==> config.mk <==
export PLATFORM = sky130hd
export DESIGN_NAME = pipe_stage_reg
export DESIGN_NICKNAME = d
export VERILOG_FILES = /design/src/rtl/pipe_pkg.sv /design/src/rtl/pipe_sat_counter.sv /design/src/rtl/pipe_stage_reg.sv
export SDC_FILE = /design/constraint.sdc
export NUM_CORES = 1
export LEC_CHECK = 0
export CORE_MARGIN = 8
export CORE_UTILIZATION = 52
export CTS_CLUSTER_SIZE = 25
export DETAILED_ROUTE_END_ITERATION = 8
export PLACE_DENSITY_LB_ADDON = 0.05
export RECOVER_POWER = 25
export SLEW_MARGIN = 0
export SYNTH_ARGS = -nofsm -noshare
export SYNTH_HDL_FRONTEND = slang
export SYNTH_SLANG_ARGS = --single-unit
==> constraint.sdc <==
create_clock -name clk -period 2.4 [get_ports clk]
set_input_delay 0.48 -clock clk [delete_from_list [all_inputs] [get_ports clk]]
set_output_delay 0.48 -clock clk [all_outputs]
set_load 0.02 [all_outputs]
==> src/rtl/pipe_pkg.sv <==
// Shared types and constants for the elastic pipeline stage register.
package pipe_pkg;

    typedef enum logic [1:0] {
        PS_EMPTY = 2'd0,
        PS_ONE   = 2'd1,
        PS_TWO   = 2'd2
    } pipe_state_t;

    localparam int CTRL_W_DEF  = 32;
    localparam int INSTR_W_DEF = 32;
    localparam int PC_W_DEF    = 32;

    localparam logic [CTRL_W_DEF-1:0] CTRL_NOP = '0;

endpackage

==> src/rtl/pipe_sat_counter.sv <==
// Saturating up-counter with synchronous active-high reset.
module pipe_sat_counter #(
    parameter int WIDTH = 16
) (
    input  logic             clk,
    input  logic             reset,
    input  logic             inc,
    output logic [WIDTH-1:0] count
);

    always_ff @(posedge clk) begin
        if (reset) begin
            count <= '0;
        end else if (inc && (count != {WIDTH{1'b1}})) begin
            count <= count + WIDTH'(1);
        end
    end

endmodule

==> src/rtl/pipe_stage_reg.sv <==
// Elastic pipeline stage register with 2-entry skid buffer, flush and NOP bubbles.
// Optional performance counters enabled by defining PIPE_STAGE_REG_PERF_EN.
module pipe_stage_reg
    import pipe_pkg::*;
#(
    parameter int CTRL_W  = CTRL_W_DEF,
    parameter int INSTR_W = INSTR_W_DEF,
    parameter int PC_W    = PC_W_DEF,
    parameter int CNT_W   = 16
) (
    input  logic               clk,
    input  logic               reset,
    input  logic               in_valid,
    output logic               in_ready,
    input  logic [CTRL_W-1:0]  in_ctrl,
    input  logic [INSTR_W-1:0] in_instr,
    input  logic [PC_W-1:0]    in_pc,
    input  logic               flush,
    output logic               out_valid,
    input  logic               out_ready,
    output logic [CTRL_W-1:0]  out_ctrl,
    output logic [INSTR_W-1:0] out_instr,
    output logic [PC_W-1:0]    out_pc,
    output logic [CNT_W-1:0]   stall_cnt,
    output logic [CNT_W-1:0]   flush_cnt
);

    pipe_state_t        state;
    pipe_state_t        state_nxt;
    logic               in_fire;
    logic               out_fire;

    logic [CTRL_W-1:0]  main_ctrl;
    logic [INSTR_W-1:0] main_instr;
    logic [PC_W-1:0]    main_pc;
    logic [CTRL_W-1:0]  skid_ctrl;
    logic [INSTR_W-1:0] skid_instr;
    logic [PC_W-1:0]    skid_pc;

    assign in_fire   = in_valid & in_ready;
    assign out_valid = (state != PS_EMPTY);
    assign out_fire  = out_valid & out_ready;

    // Head entry drives the outputs; control is masked to a NOP during bubbles.
    assign out_ctrl  = out_valid ? main_ctrl : CTRL_W'(CTRL_NOP);
    assign out_instr = main_instr;
    assign out_pc    = main_pc;

    always_comb begin
        state_nxt = state;
        case (state)
            PS_EMPTY: if (in_fire) state_nxt = PS_ONE;
            PS_ONE: begin
                if (in_fire && !out_fire)      state_nxt = PS_TWO;
                else if (!in_fire && out_fire) state_nxt = PS_EMPTY;
            end
            PS_TWO:   if (out_fire) state_nxt = PS_ONE;
            default:  state_nxt = PS_EMPTY;
        endcase
        if (flush) state_nxt = PS_EMPTY;
    end

    // in_ready is a flop decoded from next state, so out_ready never reaches it combinationally.
    always_ff @(posedge clk) begin
        if (reset) begin
            state      <= PS_EMPTY;
            in_ready   <= 1'b1;
            main_ctrl  <= '0;
            main_instr <= '0;
            main_pc    <= '0;
            skid_ctrl  <= '0;
            skid_instr <= '0;
            skid_pc    <= '0;
        end else begin
            state    <= state_nxt;
            in_ready <= (state_nxt != PS_TWO);
            if (!flush) begin
                case (state)
                    PS_EMPTY: begin
                        if (in_fire) begin
                            main_ctrl  <= in_ctrl;
                            main_instr <= in_instr;
                            main_pc    <= in_pc;
                        end
                    end
                    PS_ONE: begin
                        if (in_fire && out_fire) begin
                            main_ctrl  <= in_ctrl;
                            main_instr <= in_instr;
                            main_pc    <= in_pc;
                        end else if (in_fire) begin
                            skid_ctrl  <= in_ctrl;
                            skid_instr <= in_instr;
                            skid_pc    <= in_pc;
                        end
                    end
                    PS_TWO: begin
                        if (out_fire) begin
                            main_ctrl  <= skid_ctrl;
                            main_instr <= skid_instr;
                            main_pc    <= skid_pc;
                        end
                    end
                    default: ;
                endcase
            end
        end
    end

`ifdef PIPE_STAGE_REG_PERF_EN
    pipe_sat_counter #(.WIDTH(CNT_W)) u_stall_cnt (
        .clk   (clk),
        .reset (reset),
        .inc   (out_valid & ~out_ready),
        .count (stall_cnt)
    );

    pipe_sat_counter #(.WIDTH(CNT_W)) u_flush_cnt (
        .clk   (clk),
        .reset (reset),
        .inc   (flush & (state != PS_EMPTY)),
        .count (flush_cnt)
    );
`else
    assign stall_cnt = '0;
    assign flush_cnt = '0;
`endif

endmodule

---- After elaboration in Yosys (flattened, before gate mapping) ----
Index checks and enable logic that the tools add are counted.
Widths: inputs -> output; s select.
word-level totals
  register bits after elaboration ......... 195
  bits of input ports ..................... 101
  output and inout port bits .............. 130
  logic and storage cells ................. 47
operators by class
  eq/ne operators ......................... 6
  muxes and demuxes ....................... 19
  bitwise logic cells ..................... 4
  reduce and logical (&&, ||, !) cells .... 10
operator list
  kind                number
  $mux 32             10
  $pmux 32 s3         3
  $mux 2              5
  $ne 2x2->1 const B  4
  $pmux 2 s3          1
  $reduce_and 5->1    1
  $reduce_and 4->1    1
  $logic_and 1x1->1   3
  $reduce_bool 3->1   1
  $and 1x1->1         2
  $eq 2x1->1 const B  1
  $eq 2x2->1 const B  1
  $logic_not 1->1     2
  $logic_not 2->1     1
  $not 1->1           2
  $reduce_bool 2->1   1

---- Longest topological paths before layout ----
Gate-level depths: netlist (run 1).
  word-level depth ........................ 8
  mapped depth ............................ 7
  mapped depth without buffers ............ 4

---- Worst setup path after synthesis (run 1) ----
OpenSTA, ideal clock, no wires.
  path type ............................... reg-to-reg
  from .................................... register in_ready
  to ...................................... register skid_ctrl[0]
  data arrival time ....................... 1.589 ns
  data required time ...................... 2.268 ns
  slack ................................... 0.679 ns
  cell stages (with the launch flop) ...... 8
  path through ............................ dfxtp_1 > nand2_1 > or4_1 > buf_2 > buf_6 > buf_6 > nand2_1 > a21oi_1
between the ends
  cells in the longest elaborated chain, start to end .. 4
RTL lines
  what                                   line                  source
  from (decl)                            pipe_stage_reg.sv:14  output logic in_ready,
  from (signal assigned)                 pipe_stage_reg.sv:76  in_ready <= (state_nxt != PS_TWO);
  $and 1x1->1 (*)                        pipe_stage_reg.sv:40  assign in_fire = in_valid & in_ready;
  $logic_and 1x1->1                      pipe_stage_reg.sv:87  if (in_fire && out_fire) begin
  $not 1->1 (no source line)             --
  $reduce_and 4->1 (no source line) (*)  --
  to (signal assigned)                   pipe_stage_reg.sv:92  skid_ctrl <= in_ctrl;
  to (decl)                              pipe_stage_reg.sv:36  logic [CTRL_W-1:0] skid_ctrl;
Every way passes the cells marked *; elsewhere a longest branch is shown, timed or not.
A chain may end at the register's enable or synchronous reset.

---- Worst setup path after layout (run 1) ----
  from .................................... register state[1]
  to ...................................... output port out_ctrl[12]
between the ends
  cells in the longest elaborated chain, start to end .. 2
RTL lines
  what                    line                  source
  from (decl)             pipe_stage_reg.sv:28  pipe_state_t state;
  from (signal assigned)  pipe_stage_reg.sv:75  state <= state_nxt;
  $reduce_bool 2->1       pipe_stage_reg.sv:41  assign out_valid = (state != PS_EMPTY);
  $mux 32                 pipe_stage_reg.sv:45  assign out_ctrl = out_valid ? main_ctrl : CTRL_W'(CTRL_NOP);
  to (decl)               pipe_stage_reg.sv:21  output logic [CTRL_W-1:0] out_ctrl,
Every way passes these cells.

==> impl_metrics.env, run 1 <==
export IMPL_grt_util_met1_pct=24.4
export IMPL_synth_seq_cells=195
export IMPL_instances_no_fill=1320
export IMPL_port_buffers=198
export IMPL_critPathCaptureType="output pin"
export IMPL_hold_viol=0
export IMPL_hold_ws_ns=0.452
export IMPL_dp_hpwl_mm=13.4
export IMPL_avgSynthCellArea_um2=8.89
export IMPL_drt_iter0_drc=419
export IMPL_synth_top_area_share_pct=47.1
export IMPL_core_area_um2=15700
export IMPL_cts_buffers=17
export IMPL_path_max_fanout=9
export IMPL_ys_seq_area_share_pct=47.1
export IMPL_async_flop_share_pct=0
export IMPL_rows=46
export IMPL_ios=231
export IMPL_max_freq_mhz=427
export IMPL_ff2ff_path_depth=5
export IMPL_synthTopCellsByArea="dfxtp_1 47%, mux2i_1 12%, nand2_1 8.7%, a211oi_1 6.0%, a21oi_1 5.9%"
export IMPL_netlist_area_um2=8290
export IMPL_cts_tree="yes"
export IMPL_tightestPinTransition_ns=0.732
export IMPL_wl_per_cell_um=15.8
export IMPL_synth_cell_types=26
export IMPL_routabilityCongestion=0.746
export IMPL_clk_path_buf_depth=2
export IMPL_grt_antenna_before_repair=0
export IMPL_via_per_inst=5.05
export IMPL_period_minus_slack_ns=2.34
export IMPL_crit_type="reg -> out"
export IMPL_peakVddDrop_mv=0.489
export IMPL_dpl_cell_count=1286
export IMPL_fin_area_um2=10900
export IMPL_synth_edff_count=0
export IMPL_drive_gt1_share_pct=8.06
export IMPL_synthFlopType="dfxtp_1"
export IMPL_critPathLaunch="state[1]$_SDFF_PP0_"
export IMPL_grtUsageTotal_pct=20.2
export IMPL_grt_max_degree=101
export IMPL_yosys_area_top_type="dfxtp_1"
export IMPL_final_antenna_net_count=0
export IMPL_final_cell_mix="193 x nand2_1, 193 x dfxtp_1, 191 x clkdlybuf4s50_1"
export IMPL_setup_viol=0
export IMPL_min_path_type="reg -> reg"
export IMPL_clock_latency_ns=0.43
export IMPL_skew_ns=0.00808
export IMPL_grt_setup_unrepaired="false"
export IMPL_reg2reg_slack_ns=0.18
export IMPL_critPathArrivalTime_ns=1.86
export IMPL_start_kind="register"
export IMPL_cts_hold_fix_buffers=0
export IMPL_synth_warnings=0
export IMPL_die_w_um=142
export IMPL_grt_pass1_wl_mm=32.8
export IMPL_start_util_pct=52.8
export IMPL_drt_total_wl_mm=20.8
export IMPL_finalSetupTns_ns=0
export IMPL_clkSinkCount=195
export IMPL_final_util_pct=69.2
export IMPL_status="finished clean"
export IMPL_drt_pass1_iterations=4
export IMPL_area_growth_pct=31.1
export IMPL_r2r_start="state[1]$_SDFF_PP0_"
export IMPL_grtUsageMet2_pct=33.8
export IMPL_grt_busiest_layer="met2"
export IMPL_power_leakage_nw=4.47
export IMPL_cp_required_ns=1.92
export IMPL_use_met3_pct=6.07
export IMPL_nets=1193
export IMPL_reg2reg_to="out_instr[4]$_SDFFE_PP0P_"
export IMPL_placed_area_um2=10400
export IMPL_cts_root_buf="clkbuf_16"
export IMPL_pwr_density_cell_nw_per_um2=663
export IMPL_critPathCapture="out_ctrl[12]"
export IMPL_die_area_um2=20200
export IMPL_htreeDepth=4
export IMPL_drv_slew=0
export IMPL_maxCapViolCount=0
export IMPL_slew_headroom_pct=51.2
export IMPL_die_h_um=142
export IMPL_diodes=0
export IMPL_finalCritPeriodShare_pct=97.6
export IMPL_overflow=0
export IMPL_syn_inst=933
export IMPL_grt_pass1_vias=6319
export IMPL_clk_pin_slew_ns=0.06
export IMPL_drc=0
export IMPL_num_vias=6661
==> where the power goes <==
| group | switching, mW | internal, mW | total [mW] | leakage [nW] |
|---|---|---|---|---|
| clock network | 1.22 | 1.45 | 2.67 | 0.257 |
| registers | 0.0839 | 3.38 | 3.47 | 1.59 |
| logic | 0.567 | 0.510 | 1.08 | 2.62 |
==> logic make-up after synthesis <==
| group | Yosys count | share of synthesized area (%) |
|---|---|---|
| other | 1 | 0.0452 |
| and+or+nand+nor | 333 | 16.6 |
| AOI/OAI and AO/OA | 197 | 16.8 |
| DFF | 195 | 47.1 |
| buffers and inverters | 111 | 7.93 |
| muxes | 96 | 11.6 |
==> state kept, by name, summed over array words and instances (netlist names) <==
name / cells
main_ctrl: 32
out_instr: 32
out_pc: 32
skid_ctrl: 32
skid_instr: 32
skid_pc: 32
state: 2
in_ready: 1
==> metrics by stage <==
stage | total power [mW] | worst slack (ns)
after floorplan | 4.15 | 0.679
after global placement | 4.60 | 0.110
after detailed placement | 4.62 | 0.0646
after CTS | 7.29 | -0.0687
after global routing | 7.49 | 0.0101
final | 7.21 | 0.0574
==> routing by layer <==
| metal | share of wire, % | wire (um) |
|---|---|---|
| met5 | 0 | 0 |
| met4 | 1.2 | 259 |
| met3 | 6.6 | 1380 |
| met2 | 48 | 10100 |
| met1 | 44 | 9140 |
==> worst min-delay path by stage <==
stage,to,slack [ns],cells after the start,start
finish,skid_ctrl[30]$_SDFFE_PP0P_,0.45,2,skid_ctrl[30]$_SDFFE_PP0P_
global route,skid_pc[29]$_SDFFE_PP0P_,0.47,2,skid_pc[29]$_SDFFE_PP0P_
CTS,skid_ctrl[20]$_SDFFE_PP0P_,0.45,2,skid_ctrl[20]$_SDFFE_PP0P_
detailed placement,skid_pc[29]$_SDFFE_PP0P_,0.45,2,skid_pc[29]$_SDFFE_PP0P_
global placement,skid_pc[18]$_SDFFE_PP0P_,0.44,2,skid_pc[18]$_SDFFE_PP0P_
floorplan,skid_ctrl[0]$_SDFFE_PP0P_,0.44,2,skid_ctrl[0]$_SDFFE_PP0P_
==> cell type report <==
cell class | instances | area (um2)
Clock buffer | 19 | 443
Clock inverter | 12 | 109
Fill cell | 1312 | 4840
Multi-Input combinational cell | 661 | 3900
Sequential cell | 195 | 3910
Tap cell | 216 | 270
Timing Repair Buffer | 217 | 2240
==> cells in the mapped netlist (all sizes together), types with 2 or more instances <==
cell type    n
dfxtp      195
or4          2
and2        32
nor4         2
clkbuf      35
a211oi      96
mux2i       96
nand2      193
nand2b       2
nor2        97
a21oi       97
buf         76
==> worst max-delay path, cell delays in order (launching register included) <==
cell and delay (ns):
dfxtp_2 0.41, or2_4 0.25, and2_1 0.17, clkdlybuf4s50_1 0.61
==> timing repair <==
item                                   in CTS  in global routing
pin swaps                                   2                  0
gates resized for setup                     6                  5
endpoints found under the hold margin       0                  0
gates cloned                                3                  0
setup endpoints to repair                  33                 29
setup buffers                               0                  0
No activity file was read; power rests on OpenSTA's default activity.
==> inputs of run 2 (changes only) <==
--- a/config.mk
+++ b/config.mk
@@ -6,7 +6,8 @@
 export NUM_CORES = 1
 export LEC_CHECK = 0
 export CORE_MARGIN = 8
-export CORE_UTILIZATION = 52
+export CORE_UTILIZATION = 54
+export CTS_BUF_LIST = sky130_fd_sc_hd__clkbuf_4
 export CTS_CLUSTER_SIZE = 25
 export DETAILED_ROUTE_END_ITERATION = 8
 export PLACE_DENSITY_LB_ADDON = 0.05
==> run 2 against run 1 <==
  * Die area is 3.3% lower
  * First-iteration DRC count is 28% lower
  * Cell count is 1.7% lower
  * Maximum frequency is 1.8% higher
  * Power is 12% lower
  * Highest routed layer unchanged
  * Core utilization is 1.0 points higher
  * Clock power is 32% lower
  * Routed wire length is 2.2% lower
  * Critical path depth stayed put
  * Clock skew is 0.0037 ns higher
==> impl_metrics.env, run 2 (synthesis results as in run 1) <==
export IMPL_routabilityCongestion=0.754
export IMPL_cts_resized=39
export IMPL_grtUsageTotal_pct=20.4
export IMPL_min_path_type="in -> reg"
export IMPL_use_met3_pct=6.35
export IMPL_period_minus_slack_ns=2.30
export IMPL_min_to="skid_ctrl[21]$_SDFFE_PP0P_"
export IMPL_hp_start="reset"
export IMPL_clock_latency_ns=0.58
export IMPL_rows=45
export IMPL_port_buffers=198
export IMPL_grt_setup_unrepaired="false"
export IMPL_grt_pass1_wl_mm=32.6
export IMPL_via_per_inst=5.17
export IMPL_core_area_um2=15100
export IMPL_clk_path_buf_depth=2
export IMPL_finalSetupTns_ns=0
export IMPL_start_kind="register"
export IMPL_die_h_um=140
export IMPL_pwr_density_cell_nw_per_um2=600
export IMPL_grtUsageMet2_pct=33.2
export IMPL_min_path_cells=2
export IMPL_overflow=0
export IMPL_dp_hpwl_mm=13.8
export IMPL_cts_setup_buffers=0
export IMPL_peakVddDrop_mv=0.361
export IMPL_num_vias=6709
export IMPL_clk_pin_slew_ns=0.16
export IMPL_reg2reg_slack_ns=0.26
export IMPL_nFillCells=1268
export IMPL_cts_buffers=17
export IMPL_finalCritPeriodShare_pct=95.9
export IMPL_grt_pass1_vias=6429
export IMPL_cts_hold_fix_buffers=0
export IMPL_drt_iter0_drc=301
export IMPL_drive_gt1_share_pct=8.48
export IMPL_power_leakage_nw=4.51
export IMPL_drc=0
export IMPL_setup_viol=0
export IMPL_path_max_fanout=9
export IMPL_dpl_cell_count=1262
export IMPL_grt_max_degree=95
export IMPL_area_growth_pct=27.8
export IMPL_clkSinkCount=195
export IMPL_drv_slew=0
export IMPL_final_cell_mix="193 x nand2_1, 193 x dfxtp_1, 164 x clkdlybuf4s50_1"
export IMPL_start_util_pct=55.0
export IMPL_cts_tree="yes"
export IMPL_grt_antenna_before_repair=1
export IMPL_ios=231
export IMPL_ff2ff_path_depth=5
export IMPL_die_w_um=140
export IMPL_crit_type="reg -> out"
export IMPL_drt_pass1_iterations=4
export IMPL_die_area_um2=19600
export IMPL_htreeDepth=4
export IMPL_instances_no_fill=1297
export IMPL_reg2reg_to="skid_instr[6]$_SDFFE_PP0P_"
export IMPL_skew_ns=0.0118
export IMPL_drt_total_wl_mm=20.4
export IMPL_cp_required_ns=1.92
export IMPL_critPathCaptureType="output pin"
export IMPL_grt_busiest_layer="met2"
export IMPL_final_antenna_net_count=0
export IMPL_maxCapViolCount=0
export IMPL_grt_util_met1_pct=25.2
export IMPL_r2r_start="state[1]$_SDFF_PP0_"
export IMPL_max_freq_mhz=435
export IMPL_nets=1196
export IMPL_cts_root_buf="clkbuf_4"
export IMPL_wl_per_cell_um=15.7
export IMPL_status="finished clean"
export IMPL_tightestPinTransition_ns=1.02
export IMPL_hold_viol=0
export IMPL_critPathArrivalTime_ns=1.82
export IMPL_slew_headroom_pct=32.3
run 2: cell types whose count changed in the layout (fill, tap and decap cells not counted), sizes merged, moves of 2 or more:
cell           delta
clkinvlp          -3
clkdlybuf4s50    -27
dlygate4sd3       -2
dlygate4sd2      +30
inv               +5
clkbuf            -4
buf               +6
run 2: metal layers:
layer,part of all wire [%],wire length (um),vias to the layer above
met1,45,9260,3076
met3,6.7,1370,19
li1,-,-,3439
met2,46,9420,175
met5,0,0,-
met4,1.5,314,0
run 2: where the power goes:
part           leakage, nW  internal [mW]  switching, mW
logic                 2.76          0.502          0.564
registers             1.59           3.39         0.0810
clock network        0.156          0.650           1.17
total                 4.51           4.54           1.82
run 2: stage by stage:
| stage | total power [mW] | utilization, % | setup WS (ns) | area [um2] | hold WS (ns) |
|---|---|---|---|---|---|
| 2_1_floorplan | 4.15 | - | 0.679 | 8410 | 0.436 |
| 3_3_place_gp | 4.60 | 68.6 | 0.0944 | 10300 | 0.440 |
| 3_5_place_dp | 4.61 | 68.6 | 0.0327 | 10300 | 0.446 |
| 4_1_cts | 6.43 | 70.5 | 0.0497 | 10600 | 0.353 |
| 5_1_grt | 6.65 | 70.2 | 0.0150 | 10600 | 0.400 |
| 6_report | 6.35 | 70.2 | 0.0992 | 10600 | 0.408 |
run 2: how the worst max path moves through the flow:
| stage | from | endpoint | slack [ns] | cells after the start |
|---|---|---|---|---|
| 4_1_cts | state[0]$_SDFF_PP0_ | out_ctrl[23] | 0.05 | 3 |
| 6_report | state[0]$_SDFF_PP0_ | out_ctrl[23] | 0.1 | 3 |
| 5_1_grt | state[1]$_SDFF_PP0_ | out_ctrl[22] | 0.02 | 3 |
| 2_1_floorplan | in_ready$_SDFF_PP1_ | skid_ctrl[0]$_SDFFE_PP0P_ | 0.68 | 7 |
| 3_5_place_dp | out_ready | main_ctrl[2]$_SDFFE_PP0P_ | 0.03 | 6 |
| 3_3_place_gp | in_valid | out_instr[17]$_SDFFE_PP0P_ | 0.09 | 6 |
run 2: layout make-up:
cell class / count / area (um2) / area share, %
antenna: 1 / 2.50 / 0.0236
clock buffer: 17 / 128 / 1.20
clock inverter: 15 / 174 / 1.64
multi-input combinational: 660 / 3890 / 36.7
sequential: 195 / 3910 / 36.9
tap: 188 / 235 / 2.22
timing repair buffer: 221 / 2260 / 21.3
run 2: critical path: stages (launching register included):
cell	delay [ns]
dfxtp_4	0.41
or2_4	0.30
and2_1	0.21
dlygate4sd2_1	0.33
